[src/rtl/hyperbus_delay_ctrl.sv]
// Multi-channel programmable delay block for the HyperBus PHY.
// Taps change glitch-free: gate the cell, settle, switch tap, settle, ungate.

module generic_delay_D4_O1_3P750_CG0 (
  input  logic       clk_i,
  input  logic       enable_i,
  input  logic [3:0] delay_i,
  output logic       clk_o
);
  // Stand-in model: tap delay is not timed, gating is.
  logic unused_delay;
  assign unused_delay = ^delay_i;
  assign clk_o = clk_i & enable_i;
endmodule

module hyperbus_delay_ctrl #(
  parameter int unsigned NumChannels  = 2,
  parameter int unsigned SettleCycles = 4,
  parameter logic [3:0]  ResetDelay   = 4'd8,
  localparam int unsigned ChanW = $clog2(NumChannels + 1),
  localparam int unsigned CntW  = $clog2(SettleCycles + 1)
) (
  input  logic                     clk_i,
  input  logic                     rst_ni,
  input  logic                     cfg_valid_i,
  output logic                     cfg_ready_o,
  input  logic [ChanW-1:0]         cfg_chan_i,
  input  logic                     cfg_bcast_i,
  input  logic [3:0]               cfg_delay_i,
  output logic                     done_o,
  output logic                     err_o,
  output logic                     busy_o,
  input  logic [NumChannels-1:0]   in_i,
  output logic [NumChannels-1:0]   out_o,
  output logic [4*NumChannels-1:0] delay_o
);

  typedef enum logic [1:0] {
    IDLE,
    GATE,
    SWITCH
  } state_t;

  state_t state_q, state_d;
  logic [CntW-1:0] cnt_q, cnt_d;
  logic [NumChannels-1:0] mask_q, mask_d;
  logic [NumChannels-1:0] en_q, en_d;
  logic [NumChannels-1:0][3:0] taps_q, taps_d;
  logic [3:0] req_q, req_d;
  logic done_q, done_d;
  logic err_q, err_d;
  logic ready_q, ready_d;

  logic [NumChannels-1:0] dec_mask;
  logic bad_chan;
  logic same;
  logic last;

  assign bad_chan = !cfg_bcast_i &&
                    (32'(cfg_chan_i) >= NumChannels);
  assign last = (cnt_q == CntW'(SettleCycles - 1));

  always_comb begin
    dec_mask = '0;
    same = 1'b1;
    for (int k = 0; k < NumChannels; k++) begin
      dec_mask[k] = cfg_bcast_i ||
                    (32'(cfg_chan_i) == 32'(k));
      if (dec_mask[k] && taps_q[k] != cfg_delay_i)
        same = 1'b0;
    end
  end

  always_comb begin
    state_d = state_q;
    cnt_d   = cnt_q;
    mask_d  = mask_q;
    en_d    = en_q;
    taps_d  = taps_q;
    req_d   = req_q;
    done_d  = 1'b0;
    err_d   = 1'b0;
    unique case (state_q)
      IDLE: begin
        if (cfg_valid_i) begin
          if (bad_chan) begin
            err_d = 1'b1;
          end else if (same) begin
            done_d = 1'b1;
          end else begin
            state_d = GATE;
            cnt_d   = '0;
            mask_d  = dec_mask;
            req_d   = cfg_delay_i;
            en_d    = en_q & ~dec_mask;
          end
        end
      end
      GATE: begin
        if (last) begin
          state_d = SWITCH;
          cnt_d   = '0;
          for (int k = 0; k < NumChannels; k++)
            if (mask_q[k]) taps_d[k] = req_q;
        end else begin
          cnt_d = cnt_q + 1'b1;
        end
      end
      SWITCH: begin
        if (last) begin
          state_d = IDLE;
          cnt_d   = '0;
          en_d    = '1;
          done_d  = 1'b1;
        end else begin
          cnt_d = cnt_q + 1'b1;
        end
      end
      default: state_d = IDLE;
    endcase
    ready_d = (state_d == IDLE);
  end

  always_ff @(posedge clk_i or negedge rst_ni) begin
    if (!rst_ni) begin
      state_q <= IDLE;
      cnt_q   <= '0;
      mask_q  <= '0;
      en_q    <= '1;
      taps_q  <= {NumChannels{ResetDelay}};
      req_q   <= '0;
      done_q  <= 1'b0;
      err_q   <= 1'b0;
      ready_q <= 1'b1;
    end else begin
      state_q <= state_d;
      cnt_q   <= cnt_d;
      mask_q  <= mask_d;
      en_q    <= en_d;
      taps_q  <= taps_d;
      req_q   <= req_d;
      done_q  <= done_d;
      err_q   <= err_d;
      ready_q <= ready_d;
    end
  end

  assign cfg_ready_o = ready_q;
  assign busy_o      = ~ready_q;
  assign done_o      = done_q;
  assign err_o       = err_q;
  assign delay_o     = taps_q;

  for (genvar g = 0; g < NumChannels; g++) begin : g_cell
    generic_delay_D4_O1_3P750_CG0 u_cell (
      .clk_i    (in_i[g]),
      .enable_i (en_q[g]),
      .delay_i  (taps_q[g]),
      .clk_o    (out_o[g])
    );
  end

endmodule
[config.mk]
export PLATFORM = sky130hd
export DESIGN_NAME = hyperbus_delay_ctrl
export DESIGN_NICKNAME = d
export VERILOG_FILES = /design/src/rtl/hyperbus_delay_ctrl.sv
export SDC_FILE = /design/constraint.sdc
export NUM_CORES = 1
export LEC_CHECK = 0
export ABC_AREA = 1
export CAP_MARGIN = 5
export CORE_MARGIN = 2
export CORE_UTILIZATION = 34
export DETAILED_ROUTE_END_ITERATION = 7
export DONT_BUFFER_PORTS = 1
export SLEW_MARGIN = 15
export SYNTH_ARGS = -nofsm -noshare
export SYNTH_HDL_FRONTEND = slang
export SYNTH_SLANG_ARGS = --single-unit
[constraint.sdc]
create_clock -name clk_i -period 3.05 [get_ports clk_i]
set_input_delay 0.61 -clock clk_i [delete_from_list [all_inputs] [get_ports clk_i]]
set_output_delay 0.61 -clock clk_i [all_outputs]
set_load 0.05 [all_outputs]
After elaboration in Yosys (flattened, before gate mapping) --
Cells that the tools add are included.
Operators by class: $add $sub $neg 1, multipliers 0, div/mod/pow operators 0, order comparisons 1, equal/unequal tests 10, shift operators 0, multiplexer cells 26, bitwise logic cells 7, reductions and logical operators 17
Operators with widths (count):
- $mux 2 | 9
- $mux 3 | 4
- $mux 1 | 9
- $ne 2x2->1 const B | 4
- $ne 4x4->1 | 2
- $reduce_and 4->1 | 2
- $logic_not 2->1 | 3
- $pmux 2 s3 | 1
- $pmux 3 s2 | 1
- $reduce_and 3->1 | 2
- $reduce_and 5->1 | 1
- $eq 2x1->1 const B | 2
- $pmux 2 s2 | 1
- $reduce_bool 2->1 | 2
- $add 3x1->3 const B | 1
- $eq 3x2->1 const B | 1
- $logic_and 1x1->1 | 3
- $not 1->1 | 3
- $and 1x1->1 | 2
- $and 2x2->2 | 1
- $eq 2x2->1 const B | 1
- $ge 2x2->1 const B | 1
- $logic_or 1x1->1 | 2
- $not 2->2 | 1
- other kinds (3) | 3
Word-level totals: register bits 24, latch bits 0, RAM bits 0, memory bits (read-only) 0, input port bits 12, memories 0

Longest topological paths before layout --
Gate-level depths: netlist of the first run.
word-level depth 10, depth in mapped cells 11

By module --
From an unflattened synthesis of the first run, not the netlist that was laid out.
Second synthesis, totals: cell total of the unflattened synthesis 169, area, all modules 1336.3 µm²
Modules (own cells, without submodules):
- hyperbus_delay_ctrl | instances 1, cells an instance 165, area each 1321.3 µm²
- generic_delay_D4_O1_3P750_CG0 | instances 2, cells an instance 2, area each 7.5 µm²

Worst setup path before layout of the first run --
OpenSTA, ideal clock, no wires.
kind flip-flop to output port, from reg ready_q, in the netlist cfg_ready_o, to out busy_o, arrival 941 ps, required time 2440 ps, slack 1499 ps, stages on the path, launching flop included 2, buffers on the path 0, path through dfstp_2 -> inv_1
Between the ends: word-level cells in the longest chain between the ends 1
RTL lines:
- from (decl) | line 52 | logic ready_q, ready_d;
- from (signal assigned) | line 144 | ready_q <= ready_d;
- $not 1->1 | line 149 | assign busy_o = ~ready_q;
- to (decl) | line 32 | output logic busy_o,
No other way between the ends.

Final worst setup path of the first run --
Same ends and word-level chain as after synthesis.

==> flow_metrics.py, run 1 <==
metrics = {
    "logic_synthesis": {
        "synth_edf_count": 0,
        "synthMuxAreaShare_pct": 0,
        "yosys.cell_types.count": 21,
        "syn-num-nets": 188,
        "synth_area_um2": 1320,
        "yosys.area_share.simple_pct": 28.3,
        "synth_top_area_share_pct": 35.9,
        "synthFlopType": "dfrtp_1",
        "yosysMostFrequentCell": "nand2_1",
        "synth_top_cell_by_area": "dfrtp_1",
        "ys_seq_area_share_pct": 45.8,
        "synth_top_cells_by_area": "dfrtp_1 (36%), nand2_1 (16%), dfstp_2 (9.9%)",
        "yosysWarnings": 0,
        "async_flop_share_pct": 100,
        "synth-seq-cells": 24,
        "synth_area_per_cell_um2": 7.74,
        "synth_common_cells": "nand2_1 (58), inv_1 (23), dfrtp_1 (19)",
        "synth_compound_area_share_pct": 11.0,
        "syn_inst": 171,
        "synth_xor_area_share_pct": 0,
        "synth_adder_area_share_pct": 4.73,
        "synth_top_family_by_area": "simple AND/OR/NAND/NOR gates",
    },
    "sta": {
        "fmax_ghz": 0.532,
        "finalCritPeriodShare_pct": 61.6,
        "min_period_ns": 1.88,
        "finalSetupViolCount": 0,
        "tns_ns": 0,
        "finalHoldViolCount": 0,
        "slew_headroom_pct": 63.9,
        "slew_violations": 0,
        "rsz0062_at_grt": "false",
        "clock-skew-final_ns": 0.00243,
        "tightest_slew_ns": 0.542,
    },
    "routing": {
        "wl_per_cell_um": 11.7,
        "final_antenna_net_count": 0,
        "wl_um": 2570,
        "drc": 0,
        "drtIter0Drc": 65,
        "firstDrtPassIters": 4,
        "dr_total_vias": 985,
        "vias_per_cell": 4.48,
    },
    "cells_and_area": {
        "instances_no_fill": 220,
        "register_area_um2": 607,
        "nets": 190,
        "nFillCells": 397,
        "multiInputGateArea_um2": 582,
        "final_area_um2": 1410,
        "areaGrowthSynthToFinish_pct": 6.43,
        "drive_gt1_share_pct": 16.3,
        "num_antenna_cells": 0,
    },
    "setup_path": {
        "critical-path-top-delay-family": "flip-flops",
        "end_kind": "primary output",
        "crit_chain": "inv_1",
        "slowest_delay_ns": 0.71,
        "crit_slowest_cell": "dfstp_2",
        "arrival_ns": 1.27,
        "cp.required_ns": 2.44,
        "cp-start-kind": "flop",
        "crit_buf_inv": 1,
        "worst-path-max-fanout": 2,
        "crit_type": "reg2out",
    },
    "job": {
        "max_cap_violations": 0,
    },
    "floorplanning": {
        "die_w_um": 66.4,
        "dieArea_um2": 4410,
        "core_um2": 3690,
        "die_h_um": 66.4,
        "initial_core_util_pct": 35.9,
        "fp-row-count": 22,
        "ios": 26,
    },
    "clock_tree": {
        "cts_setup_buffers": 0,
        "clockBufferDepth": 2,
        "postCtsResizedCells": 0,
        "htreeDepth": 1,
        "clk_pin_slew_ns": 0.09,
        "cts_tree": "done",
        "numCtsBuffers": 3,
        "cts_hold_buffers": 0,
        "cts.sinks": 24,
        "clockRootBuffer": "clkbuf_8",
        "insertion_delay_ns": 0.27,
    },
    "place": {
        "dp.cells": 216,
        "hpwl_um": 1930,
        "portBuffers": 0,
        "placed_area_um2": 1350,
        "gp_congestion": 0.754,
    },
    "global_routing": {
        "grt_antenna_before_repair": 0,
        "grt_pass1_wl_um": 4240,
        "grt-ovfl-total": 0,
        "grt_usage_pct": 12.9,
        "grt_pass1_vias": 925,
        "grt_util_met2_pct": 18.9,
        "globalRouteMet3Util_pct": 2.90,
        "grt_start_max_net_pins": 25,
        "top_usage_layer": "met2",
        "gr-usage-met1_pct": 17.8,
    },
    "power_and_ir_drop": {
        "peakVddDrop_v": 0.000317,
        "power.density_nw_per_um2": 992,
        "total_power_mw": 1.40,
        "p_leak_nw": 0.725,
    },
    "run_status": {
        "status": "finished clean",
    },
    "min_path": {
        "min_path_type": "in2async",
    },
}
-- final timing paths --
| kind | cells after the start | startpoint | end | slack [ns] |
|---|---|---|---|---|
| max in group asynchronous | 0 | rst_ni | en_q[0] | 2.85 |
| setup / recovery | 1 | cfg_ready_o | busy_o | 1.17 |
| hold / removal | 0 | rst_ni | mask_q[0] | 0.03 |
| min in group clk_i | 2 | en_q[1] | en_q[1] | 0.47 |
| hold reg to reg | 2 | en_q[1] | en_q[1] | 0.47 |
| setup reg to reg | 10 | delay_o[1] | cfg_ready_o | 1.34 |
-- layout make-up --
class | instances | share of cell area, %
clock buffers | 4 | 3.91
inverters | 28 | 7.46
multi-input cells | 116 | 41.3
flip-flops and latches | 24 | 43.1
well taps | 48 | 4.26
-- cells in the final DEF (no fill, tap or decap) --
cell type,Yosys,layout
nand2_1,58,58
inv_1,23,23
dfrtp_1,19,19
nor2_1,12,12
o21ai_0,12,12
nand2_2,7,7
nand3_1,7,7
inv_2,5,5
ha_1,5,5
dfstp_2,5,5
clkbuf_8,0,4
a21oi_1,3,3
o21ai_2,3,3
o21ai_1,2,2
nand2_4,2,2
o21a_1,1,1
o22ai_1,1,1
o21bai_1,1,1
nand3_2,1,1
a211oi_2,1,1
-- layer usage --
metal	wire length (um)	share of wire [%]
met2	1100	43
met5	0	0
met1	1320	51
met4	51	2.0
met3	101	3.9
-- flip-flops by register name (all words and copies together) (netlist names) --
name and flops:
req_q 4, err_o 1, done_o 1, mask_q 2, cnt_q 3, en_q 2, state_q 2, cfg_ready_o 1
delay_o 8
-- kinds of logic (layout without fill, tap and decap cells) --
group	Yosys count	in the layout
AND/OR/NAND/NOR	87	87
adder cells (fa/ha/maj)	5	5
AO/OA/AOI/OAI	24	24
buffers and inverters	31	32
flip-flops	24	24
-- worst register-to-register path: cells and delay by family (launching register included) --
| kind | cells | cell delay (ns) |
|---|---|---|
| AND/OR/NAND/NOR | 8 | 0.77 |
| AO/OA/AOI/OAI | 1 | 0.13 |
| buffers and inverters | 1 | 0.08 |
| flip-flops | 1 | 0.68 |
-- power by group --
part,internal [mW],switching (mW)
logic,0.167,0.291
registers,0.449,0.272
clock network,0.115,0.103
total,0.731,0.666
-- metrics by stage --
step | util, % | setup WS, ns | hold slack (ns)
2_1_floorplan | - | 1.50 | 0.314
3_3_place_gp | 36.7 | 1.36 | 0.315
3_5_place_dp | 36.7 | 1.34 | 0.315
4_1_cts | 38.2 | 1.16 | 0.0177
5_1_grt | 38.2 | 1.13 | 0.00781
6_report | 38.2 | 1.17 | 0.0257
Power figures use the tool's default switching activity.
==> run 2, diff against run 1 <==
==> constraint.sdc (replaced) <==
create_clock -name clk_i -period 1.9 [get_ports clk_i]
set_input_delay 0.38 -clock clk_i [delete_from_list [all_inputs] [get_ports clk_i]]
set_output_delay 0.38 -clock clk_i [all_outputs]
set_load 0.05 [all_outputs]
==> run 2 against run 1 <==
Cell count grew 5.0%; clock skew grew 0.0092 ns; sequential share of layout area shrank 3.2 points; final area grew 8.1%; core utilization grew 3.1 points; non-clock buffer count grew 11; first-iteration DRC count shrank 9.2%; die area is the same; critical path type unchanged; largest cell class unchanged.
==> flow_metrics.py, run 2 (synthesis gave the netlist of run 1 again) <==
metrics = {
    "cells_and_area": {
        "final_common_cell": "nand2_1",
        "largest_reg_flops": 8,
        "nets": 201,
        "utilization_pct": 41.3,
        "num_antenna_cells": 0,
        "layout_common_cells": "nand2_1 (58), inv_1 (23), dfrtp_1 (19)",
        "areaGrowthSynthToFinish_pct": 15.0,
        "drive_gt1_share_pct": 20.8,
        "nFillCells": 394,
        "register_area_um2": 607,
        "multiInputGateArea_um2": 582,
    },
    "routing": {
        "wl_um": 2450,
        "drtIter0Drc": 59,
        "final_antenna_net_count": 0,
        "wl_per_cell_um": 10.6,
        "dr_total_vias": 1028,
        "firstDrtPassIters": 4,
        "drc": 0,
        "vias_per_cell": 4.45,
    },
    "floorplanning": {
        "core_um2": 3690,
        "die_h_um": 66.4,
        "die_w_um": 66.4,
        "fp-row-count": 22,
        "dieArea_um2": 4410,
        "ios": 26,
        "initial_core_util_pct": 35.9,
    },
    "sta": {
        "finalSetupViolCount": 0,
        "tightest_slew_ns": 0.454,
        "fmax_ghz": 0.611,
        "rsz0062_at_grt": "false",
        "finalCritPeriodShare_pct": 86.1,
        "clock-skew-final_ns": 0.0116,
        "tns_ns": 0,
        "slew_headroom_pct": 69.8,
        "finalHoldViolCount": 0,
        "min_period_ns": 1.64,
        "slew_violations": 0,
    },
    "setup_path": {
        "reg2reg_to": "cfg_ready_o",
        "crit_chain": "inv_1",
        "critical_path.startpoint": "cfg_ready_o",
        "end_kind": "primary output",
        "cp-endpoint": "busy_o",
        "crit_type": "reg2out",
        "crit_buf_inv": 1,
        "crit_slowest_cell": "dfstp_2",
        "worst-path-stages": 1,
        "cp.required_ns": 1.52,
        "slowest_delay_ns": 0.71,
        "cp-start-kind": "flop",
        "reg2regPathDepth": 10,
        "critical-path-top-delay-family": "flip-flops",
        "arrival_ns": 1.26,
        "reg2reg_setup_slack_ns": 0.43,
        "worst-path-max-fanout": 2,
        "timing.rr.start": "delay_o[7]",
    },
    "global_routing": {
        "grt_usage_pct": 12.8,
        "grt-ovfl-total": 0,
        "grt_antenna_before_repair": 0,
        "grt_pass1_wl_um": 4290,
        "grt_start_max_net_pins": 25,
        "grt_pass1_vias": 938,
    },
    "clock_tree": {
        "clockBufferDepth": 2,
        "htreeDepth": 1,
        "clockRootBuffer": "clkbuf_8",
        "cts_setup_buffers": 0,
        "cts_hold_buffers": 2,
        "postCtsResizedCells": 0,
        "insertion_delay_ns": 0.27,
        "cts_tree": "done",
        "numCtsBuffers": 3,
        "cts.sinks": 24,
        "clk_pin_slew_ns": 0.09,
    },
    "min_path": {
        "min_path_type": "in2reg",
        "worstHoldStart": "cfg_delay_i[1]",
    },
    "place": {
        "hpwl_um": 1890,
        "gp_congestion": 0.721,
        "portBuffers": 0,
    },
    "power_and_ir_drop": {
        "total_power_mw": 2.45,
        "power.density_nw_per_um2": 1610,
        "p_leak_nw": 0.793,
        "peakVddDrop_v": 0.000536,
    },
    "job": {
        "max_cap_violations": 0,
    },
    "run_status": {
        "status": "finished clean",
    },
}
[run 2: changes by cell type in the layout (fill, tap and decap cells not counted), sizes merged]
cell         before  now
bufinv            0    1
clkbuf            4    3
buf               0   10
dlygate4sd3       0    1
[run 2: per-stage QoR]
step	setup WS [ns]	std cells	cell area (um2)	hold WS [ns]
floorplan	0.398	171	1320	0.0844
global placement	0.449	225	1420	0.0850
detailed placement	0.456	225	1420	0.0851
CTS	0.247	231	1520	0.241
global route	0.234	231	1520	0.244
finish	0.264	231	1520	0.244
[run 2: worst min-delay path by stage]
stage                 endpoint  depth (start not counted)
CTS                   req_q[1]                          2
global route          req_q[2]                          2
global placement    delay_o[5]                          0
finish                req_q[1]                          2
detailed placement  delay_o[5]                          0
floorplan             cnt_q[0]                          0
[run 2: power by group]
group          switching (mW)  leakage (nW)  internal (mW)  total, mW
Sequential              0.192         0.301          0.722      0.914
Clock                   0.168        0.0357          0.282      0.450
Combinational           0.731         0.457          0.357       1.09
Total                    1.09         0.793           1.36       2.45
[run 2: final cells by class]
type | count | area share, %
Inverter | 28 | 6.90
Clock buffer | 3 | 2.71
Clock inverter | 1 | 1.97
Multi-Input combinational cell | 116 | 38.2
Sequential cell | 24 | 39.9
Tap cell | 48 | 3.94
Timing Repair Buffer | 11 | 6.41
[run 2: metal layers]
metal / GRT usage [%] / part of all wire, % / vias to the layer above
li1: - / - / 551
met1: 17.1 / 50 / 455
met2: 20.3 / 45 / 18
met3: 2.73 / 4.3 / 4
met4: 4.59 / 1.3 / 0
met5: 0 / 0 / -
